**src/rtl/window_scan_ctrl.sv**
```systemverilog
// Raster-scan controller for a 3x3 sliding-window engine: it accepts pixels, steers
// line-buffer writes and window-register shifts, and tracks window validity and centres.
module window_scan_ctrl #(
    parameter int IMG_W = 640,
    parameter int IMG_H = 480,
    parameter int CNT_W = 10
) (
    input  logic             clk,
    input  logic             rst,
    input  logic             start,
    input  logic             abort,
    input  logic             in_valid,
    output logic             in_ready,
    input  logic             out_ready,
    output logic             win_enable,
    output logic             win_valid,
    output logic [CNT_W-1:0] win_row,
    output logic [CNT_W-1:0] win_col,
    output logic             lb_wr_en,
    output logic [CNT_W-1:0] lb_addr,
    output logic             busy,
    output logic             frame_done
);

    typedef enum logic [1:0] {
        S_IDLE  = 2'd0,
        S_RUN   = 2'd1,
        S_DRAIN = 2'd2,
        S_DONE  = 2'd3
    } state_t;

    localparam logic [CNT_W-1:0] COL_LAST = CNT_W'(IMG_W - 1);
    localparam logic [CNT_W-1:0] ROW_LAST = CNT_W'(IMG_H - 1);
    localparam logic [CNT_W-1:0] ZERO     = {CNT_W{1'b0}};
    localparam logic [CNT_W-1:0] ONE      = CNT_W'(1);
    localparam logic [CNT_W-1:0] TWO      = CNT_W'(2);

    state_t           state_q, state_d;
    logic [CNT_W-1:0] row_q, row_d;
    logic [CNT_W-1:0] col_q, col_d;
    logic             win_valid_q, win_valid_d;
    logic [CNT_W-1:0] win_row_q, win_row_d;
    logic [CNT_W-1:0] win_col_q, win_col_d;
    logic             in_ready_s;
    logic             accept_s;

    // Handshake: a held window blocks new pixels until downstream takes it.
    always_comb begin
        in_ready_s = 1'b0;
        if (state_q == S_RUN) begin
            in_ready_s = !win_valid_q || out_ready;
        end else begin
            in_ready_s = 1'b0;
        end
        accept_s = in_valid && in_ready_s;
    end

    // Next-state logic for the FSM, the scan counters and the window tracker.
    always_comb begin
        state_d     = state_q;
        row_d       = row_q;
        col_d       = col_q;
        win_valid_d = win_valid_q;
        win_row_d   = win_row_q;
        win_col_d   = win_col_q;
        if (abort) begin
            state_d     = S_IDLE;
            row_d       = ZERO;
            col_d       = ZERO;
            win_valid_d = 1'b0;
            win_row_d   = ZERO;
            win_col_d   = ZERO;
        end else begin
            // Centre lags the newest pixel by one in each axis; clamp keeps row/col 0 from wrapping.
            if (accept_s) begin
                win_valid_d = (row_q >= TWO) && (col_q >= TWO);
                win_row_d   = (row_q == ZERO) ? ZERO : row_q - ONE;
                win_col_d   = (col_q == ZERO) ? ZERO : col_q - ONE;
            end else if (out_ready) begin
                win_valid_d = 1'b0;
            end else begin
                win_valid_d = win_valid_q;
            end
            case (state_q)
                S_IDLE: begin
                    if (start) begin
                        state_d = S_RUN;
                        row_d   = ZERO;
                        col_d   = ZERO;
                    end else begin
                        state_d = S_IDLE;
                    end
                end
                S_RUN: begin
                    if (accept_s) begin
                        if (col_q == COL_LAST) begin
                            col_d = ZERO;
                            if (row_q == ROW_LAST) begin
                                row_d   = ZERO;
                                state_d = S_DRAIN;
                            end else begin
                                row_d = row_q + ONE;
                            end
                        end else begin
                            col_d = col_q + ONE;
                        end
                    end else begin
                        state_d = S_RUN;
                    end
                end
                S_DRAIN: begin
                    if (!win_valid_q || out_ready) begin
                        state_d = S_DONE;
                    end else begin
                        state_d = S_DRAIN;
                    end
                end
                S_DONE: begin
                    state_d = S_IDLE;
                end
                default: begin
                    state_d = S_IDLE;
                end
            endcase
        end
    end

    // State and datapath registers.
    always_ff @(posedge clk or negedge rst) begin
        if (!rst) begin
            state_q     <= S_IDLE;
            row_q       <= ZERO;
            col_q       <= ZERO;
            win_valid_q <= 1'b0;
            win_row_q   <= ZERO;
            win_col_q   <= ZERO;
        end else begin
            state_q     <= state_d;
            row_q       <= row_d;
            col_q       <= col_d;
            win_valid_q <= win_valid_d;
            win_row_q   <= win_row_d;
            win_col_q   <= win_col_d;
        end
    end

    assign in_ready   = in_ready_s;
    assign win_enable = accept_s;
    assign lb_wr_en   = accept_s;
    assign lb_addr    = col_q;
    assign win_valid  = win_valid_q;
    assign win_row    = win_row_q;
    assign win_col    = win_col_q;
    assign busy       = (state_q != S_IDLE);
    assign frame_done = (state_q == S_DONE);

endmodule
```
**config.mk**
```make
export PLATFORM = sky130hd
export DESIGN_NAME = window_scan_ctrl
export DESIGN_NICKNAME = d
export VERILOG_FILES = /design/src/rtl/window_scan_ctrl.sv
export SDC_FILE = /design/constraint.sdc
export NUM_CORES = 1
export LEC_CHECK = 0
export CAP_MARGIN = 20
export CORE_ASPECT_RATIO = 1.25
export CORE_MARGIN = 2
export CORE_UTILIZATION = 44
export DETAILED_ROUTE_END_ITERATION = 6
export GPL_TIMING_DRIVEN = 0
export PLACE_DENSITY_LB_ADDON = 0.3
export SLEW_MARGIN = 20
export SYNTH_ARGS = -nofsm -noshare
export SYNTH_HDL_FRONTEND = slang
export SYNTH_SLANG_ARGS = --single-unit
export TNS_END_PERCENT = 10
```
**constraint.sdc**
```tcl
create_clock -name clk -period 3 [get_ports clk]
set_clock_uncertainty 0.15 [all_clocks]
set_input_delay 0.6 -clock clk [delete_from_list [all_inputs] [get_ports clk]]
set_output_delay 0.6 -clock clk [all_outputs]
set_load 0.03 [all_outputs]
```
==> results.sh, run 1 <==
export IMPL_outcome="complete, no violations"
export IMPL_cts_tree="built"
export IMPL_synth_cell_types=58
export IMPL_worst_ep_arrival_time_ns=2.17
export IMPL_critPathTopFamily="buffers and inverters"
export IMPL_p_leak_nw=1.386
export IMPL_drc=0
export IMPL_synth_ff_type="dfrtp_1"
export IMPL_core_rowCount=31
export IMPL_powerDensity_nw_per_um2=356.8
export IMPL_die_area_sq_um=6786
export IMPL_postRouteAntennaNets=0
export IMPL_drv_slew=0
export IMPL_place_congestion=0.9016
export IMPL_yosysTopAreaCell="dfrtp_1"
export IMPL_coreArea_sq_um=5857
export IMPL_ys_ff_latch=43
export IMPL_detail_route_wirelength_mm=6.658
export IMPL_final_hold_violation_count=0
export IMPL_timing_final_crit_share_pct=97.22
export IMPL_clk_path_buf_depth=2
export IMPL_place_hpwl_mm=4.707
export IMPL_cp_start_kind="primary input"
export IMPL_syn_to_final_growth_pct=22.14
export IMPL_yosysMostFrequentCell="dfrtp_1"
export IMPL_async_flop_share_pct=100.0
export IMPL_critPathSlowestCell="clkdlybuf4s50_1"
export IMPL_fin_crit_ns=2.917
export IMPL_worstPathRequired_ns=2.25
export IMPL_cts_setup_buffers=0
export IMPL_peakVddDrop_v=0.0002086
export IMPL_overflow=0
export IMPL_critical_path_class="in2out"
export IMPL_firstDrtPassIters=4
export IMPL_synth_top_area_share_pct=39.83
export IMPL_postCtsHoldBufs=0
export IMPL_antenna_found_initial=0
export IMPL_drt_iter0_markers=131
export IMPL_slew_headroom_pct=45.33
export IMPL_max_freq_mhz=342.9
export IMPL_grt_pass1_vias=2373
export IMPL_synth_edf_count=0
export IMPL_crit_path_end_kind="output pin"
export IMPL_netlist_top_cells_area="dfrtp_1, o2bb2ai_1, xnor2_1, ha_1, nand3_1"
export IMPL_grt_use_total_pct=21.06
export IMPL_tightest_slew_ns=0.8183
export IMPL_cpMostUsedCell="clkdlybuf4s50_1"
export IMPL_yosys_warnings=0
export IMPL_num_io_pins=42
export IMPL_path_cells="clkdlybuf4s50_1, nand2b_1, clkbuf_2, and2_1, clkdlybuf4s50_1"
export IMPL_cp_max_fo=7
export IMPL_crit_buf_inv=3
export IMPL_seq_area_frac_synth_pct=39.83
export IMPL_avgRoutedWirePerCell_microns=16.32
export IMPL_final_nets=339
export IMPL_synth_top_family_by_area="simple AND/OR/NAND/NOR gates"
export IMPL_synthMuxAreaShare_pct=1.482
export IMPL_netlist_top_cells_count="dfrtp_1, o2bb2ai_1, nand3_1"
export IMPL_worstHoldPathType="in2async"
export IMPL_cap_violations=0
export IMPL_die_h_microns=91.61
export IMPL_syn_area_sq_um=2701
export IMPL_clk_transition_reported_paths_ns=0.09
export IMPL_synth_fp_nets=291
export IMPL_drive_gt1_share_pct=15.03
export IMPL_die_w_microns=74.08
export IMPL_n_fill_cell=545
export IMPL_ctsHtreeMaxLevel=2
export IMPL_syn_avg_cell_area_sq_um=9.752
export IMPL_grt_pass1_wl_mm=11.25
export IMPL_synthAdderAreaFrac_pct=3.705
export IMPL_placed_cells=400
export IMPL_fin_tns_setup_ns=0
export IMPL_worstSkewPairLatency_ns=0.30
export IMPL_synth_simple_gate_area_share_pct=22.60
export IMPL_final_setup_viol_count=0
export IMPL_postSynthCellCount=277
export IMPL_critical_path_max_stage_delay_ns=0.66
export IMPL_portBuffers=40
export IMPL_clock_sinks=43
export IMPL_vias=2319
export IMPL_fin_cells=408
export IMPL_antenna_cells=0
export IMPL_start_util_pct=46.12
export IMPL_routed_via_density=5.684
export IMPL_synth_compound_area_share_pct=20.57
export IMPL_grt_max_degree=26
export IMPL_synthXorXnorAreaFrac_pct=4.863
export IMPL_cts_buffers=5
export IMPL_cts_root_buffer="clkbuf_8"
export IMPL_grt_setup_unrepaired="no"
metal layers:
layer / track usage [%] / part of all wire (%)
met5: 0 / 0
met4: 8.939 / 1.8
met3: 3.441 / 3.2
met2: 35.12 / 52
met1: 26.30 / 43
logic make-up (layout without fill, tap and decap cells):
kind of cell | count (synthesis) | after routing
buffers and inverters | 36 | 85
xor gates and xnor gates | 15 | 15
and+or+nand+nor | 100 | 100
muxes | 4 | 4
DFF | 43 | 43
AOI/OAI and AO/OA | 71 | 71
adders and majority gates | 8 | 8
registers in the layout, indices dropped and copies added (netlist names):
name and flops:
lb_addr 10, row_q 10, state_q 2, win_col 10, win_row 10, win_valid 1
report_power, final:
group          switching, mW  internal (mW)
Sequential           0.00760          0.587
Combinational          0.131         0.0793
Clock                  0.209          0.163
metrics by stage:
step	util (%)	cell area [sq um]	worst slack (ns)	hold slack, ns	power (mW)
after global placement	54.71	3204	-0.3322	0.3211	0.8115
after detailed placement	54.97	3219	-0.3382	0.3226	0.8167
final	56.33	3299	0.08349	0.08684	1.177
after global routing	56.33	3299	0.0005438	0.1140	1.223
after floorplan	-	2701	0.7080	0.1544	0.7402
after CTS	56.40	3303	0.06207	0.09565	1.187
area by class of cell:
| type | count | area [sq um] | share of cell area, % |
|---|---|---|---|
| Multi-Input combinational cell | 198 | 1438 | 43.57 |
| Timing Repair Buffer | 41 | 409.1 | 12.40 |
| Buffer | 26 | 151.4 | 4.589 |
| Clock buffer | 6 | 72.57 | 2.199 |
| Tap cell | 82 | 102.6 | 3.110 |
| Inverter | 10 | 37.54 | 1.138 |
| Clock inverter | 2 | 12.51 | 0.3792 |
| Sequential cell | 43 | 1076 | 32.61 |
worst reg2reg max path, stage by stage, from the launching register on:
cell,delay [ns]
dfrtp_1,0.44
clkbuf_1,0.22
inv_1,0.15
ha_1,0.23
or3b_2,0.49
nor3_1,0.20
xnor2_1,0.15
o2bb2ai_1,0.08
worst paths after layout:
| path | startpoint | endpoint | slack, ns | cells after the start |
|---|---|---|---|---|
| worst max register to register | lb_addr[1]$_DFFE_PN0P_ | win_col[6]$_DFFE_PN0P_ | 0.78 | 7 |
| worst min-delay path | rst | win_row[5]$_DFFE_PN0P_ | 0.09 | 1 |
| worst max-delay path | out_ready | in_ready | 0.08 | 5 |
| min in group clk | win_row[7]$_DFFE_PN0P_ | win_row[7]$_DFFE_PN0P_ | 0.34 | 1 |
| max in group asynchronous | rst | row_q[3]$_DFFE_PN0P_ | 2.12 | 2 |
| worst min register to register | win_row[7]$_DFFE_PN0P_ | win_row[7]$_DFFE_PN0P_ | 0.34 | 1 |
cell usage in the layout (no fill, tap or decap), types with 3 or more instances in the layout:
cell type	Yosys	routed
clkdlybuf4s50_1	0	37
nand2_1	15	15
nand3_1	17	17
xor2_1	3	3
inv_1	10	10
nand2b_1	3	3
a31oi_1	4	4
ha_1	8	8
a211oi_1	4	4
nor3b_1	4	4
dfrtp_1	43	43
nand4_1	7	7
clkbuf_1	9	9
and4_1	3	3
o31ai_1	3	3
o22ai_1	3	3
o21ai_0	16	16
buf_2	9	10
nand4b_1	3	3
nor3_1	6	6
clkbuf_8	0	5
nor2_1	12	12
buf_4	5	5
mux2i_1	4	4
xnor2_1	12	12
and3_1	4	4
o2bb2ai_1	21	21
buf_6	3	3
or3_1	3	3
what timing repair did:
item                                    CTS  global route
gates resized for setup                   3             2
endpoints found under the setup margin    3             1
pin swaps                                 0             0
Note: power is estimated with default switching activity, not from simulation.
==> inputs of run 2 (changes only) <==
--- a/config.mk
+++ b/config.mk
@@ -5,12 +5,12 @@
 export SDC_FILE = /design/constraint.sdc
 export NUM_CORES = 1
 export LEC_CHECK = 0
-export CAP_MARGIN = 20
 export CORE_ASPECT_RATIO = 1.25
 export CORE_MARGIN = 2
 export CORE_UTILIZATION = 44
 export DETAILED_ROUTE_END_ITERATION = 6
 export GPL_TIMING_DRIVEN = 0
+export MAX_ROUTING_LAYER = met4
 export PLACE_DENSITY_LB_ADDON = 0.3
 export SLEW_MARGIN = 20
 export SYNTH_ARGS = -nofsm -noshare
==> run 2 against run 1 <==
Worst hold slack better by 0.028 ns. Fmax is 2.3% higher. Final area is 1.2% higher. Count of clock-buffer cells in the layout is 1 lower. Critical path type unchanged. Largest power group unchanged.
==> results.sh, run 2 (synthesized netlist as in run 1, its figures left out) <==
export IMPL_place_hpwl_mm=4.725
export IMPL_slew_headroom_pct=45.08
export IMPL_place_congestion=0.9134
export IMPL_grt_setup_unrepaired="no"
export IMPL_final_cell_mix="dfrtp_1, clkdlybuf4s50_1, o2bb2ai_1, nand3_1, o21ai_0"
export IMPL_worstPathRequired_ns=2.25
export IMPL_p_leak_nw=1.407
export IMPL_vias=2337
export IMPL_die_w_microns=74.08
export IMPL_cts_root_buffer="clkbuf_8"
export IMPL_worst_ep_arrival_time_ns=2.10
export IMPL_grt_use_total_pct=21.55
export IMPL_powerDensity_nw_per_um2=386.8
export IMPL_rrSetupSlack_ns=0.78
export IMPL_clk_transition_reported_paths_ns=0.10
export IMPL_final_nets=338
export IMPL_cp_start_kind="primary input"
export IMPL_drv_slew=0
export IMPL_antenna_found_initial=0
export IMPL_multiInputGateArea_sq_um=1440
export IMPL_tightest_slew_ns=0.8221
export IMPL_die_area_sq_um=6786
export IMPL_drc=0
export IMPL_outcome="complete, no violations"
export IMPL_drive_gt1_share_pct=15.08
export IMPL_final_common_cell="dfrtp_1"
export IMPL_crit_path_end_kind="output pin"
export IMPL_drt_iter0_markers=175
export IMPL_fin_tns_setup_ns=0
export IMPL_final_setup_viol_count=0
export IMPL_cts_buffers=5
export IMPL_max_freq_mhz=350.9
export IMPL_postCtsHoldBufs=0
export IMPL_cap_violations=0
export IMPL_cts_setup_buffers=0
export IMPL_timing_final_crit_share_pct=94.99
export IMPL_num_io_pins=42
export IMPL_syn_to_final_growth_pct=23.62
export IMPL_worstSkewPairLatency_ns=0.31
export IMPL_routed_via_density=5.742
export IMPL_grt_pass1_wl_mm=11.20
export IMPL_core_rowCount=31
export IMPL_postRouteAntennaNets=0
export IMPL_avgRoutedWirePerCell_microns=16.28
export IMPL_whs_ns=0.1152
export IMPL_grt_max_degree=24
export IMPL_clock_sinks=43
export IMPL_clk_path_buf_depth=2
export IMPL_critical_path_class="in2out"
export IMPL_peakVddDrop_v=0.0001950
export IMPL_cp_max_fo=7
export IMPL_detail_route_wirelength_mm=6.626
export IMPL_fin_crit_ns=2.850
export IMPL_grt_pass1_vias=2351
export IMPL_die_h_microns=91.61
export IMPL_post_route_util_pct=57.02
export IMPL_final_hold_violation_count=0
export IMPL_overflow=0
export IMPL_coreArea_sq_um=5857
export IMPL_ctsHtreeMaxLevel=2
export IMPL_cts_tree="built"
export IMPL_final_seq_area_sq_um=1076
export IMPL_antenna_cells=0
export IMPL_portBuffers=40
export IMPL_n_fill_cell=520
export IMPL_start_util_pct=46.12
export IMPL_firstDrtPassIters=4
export IMPL_worstHoldPathType="in2async"
## run 2: power by group
group | internal [mW] | switching (mW)
registers | 0.587 | 0.00756
clock network | 0.253 | 0.234
logic | 0.0807 | 0.129
total | 0.921 | 0.371
## run 2: stage by stage
step	setup WS, ns	std cells	area, sq um	power [mW]
after floorplan	0.7080	277	2701	0.7402
after global placement	-0.3312	399	3204	0.8117
after detailed placement	-0.3345	400	3227	0.8170
after CTS	0.04388	407	3337	1.299
after global routing	0.06394	407	3339	1.337
final	0.1502	407	3339	1.292
## run 2: layout make-up
class	instances	share of cell area [%]
multi-input cells	198	43.12
flip-flops and latches	43	32.22
repair buffers	41	12.59
plain buffers	25	4.384
well taps	82	3.072
clock buffers	5	2.061
clock inverters	3	1.424
inverters	10	1.124
## run 2: routing by layer
| layer | up-vias | global-route usage, % | part of all wire (%) |
|---|---|---|---|
| met5 | - | - | 0 |
| met2 | 70 | 36.31 | 53 |
| met3 | 12 | 2.664 | 3.3 |
| met1 | 1142 | 26.06 | 42 |
| met4 | 0 | 7.576 | 1.9 |
| li1 | 1113 | - | - |
## run 2: timing repair
action	CTS	global route
gates resized for setup	2	1
setup endpoints to repair	3	2
pin swaps	0	0
## run 2: worst max-delay path, cell delays in order
cell and delay (ns):
clkdlybuf4s50_1 0.47, nand2b_2 0.20, nand3_1 0.16, inv_1 0.16, buf_4 0.12, dlygate4sd2_1 0.38
## run 2: worst paths after layout
kind,start,endpoint,depth (start not counted)
setup / recovery,out_ready,win_enable,6
hold / removal,rst,lb_addr[1]$_DFFE_PN0P_,1
setup reg to reg,lb_addr[1]$_DFFE_PN0P_,win_col[6]$_DFFE_PN0P_,7
hold reg to reg,win_row[7]$_DFFE_PN0P_,win_row[7]$_DFFE_PN0P_,1
max in group asynchronous,rst,lb_addr[6]$_DFFE_PN0P_,2
min in group clk,abort,state_q[1]$_DFFE_PN0P_,2
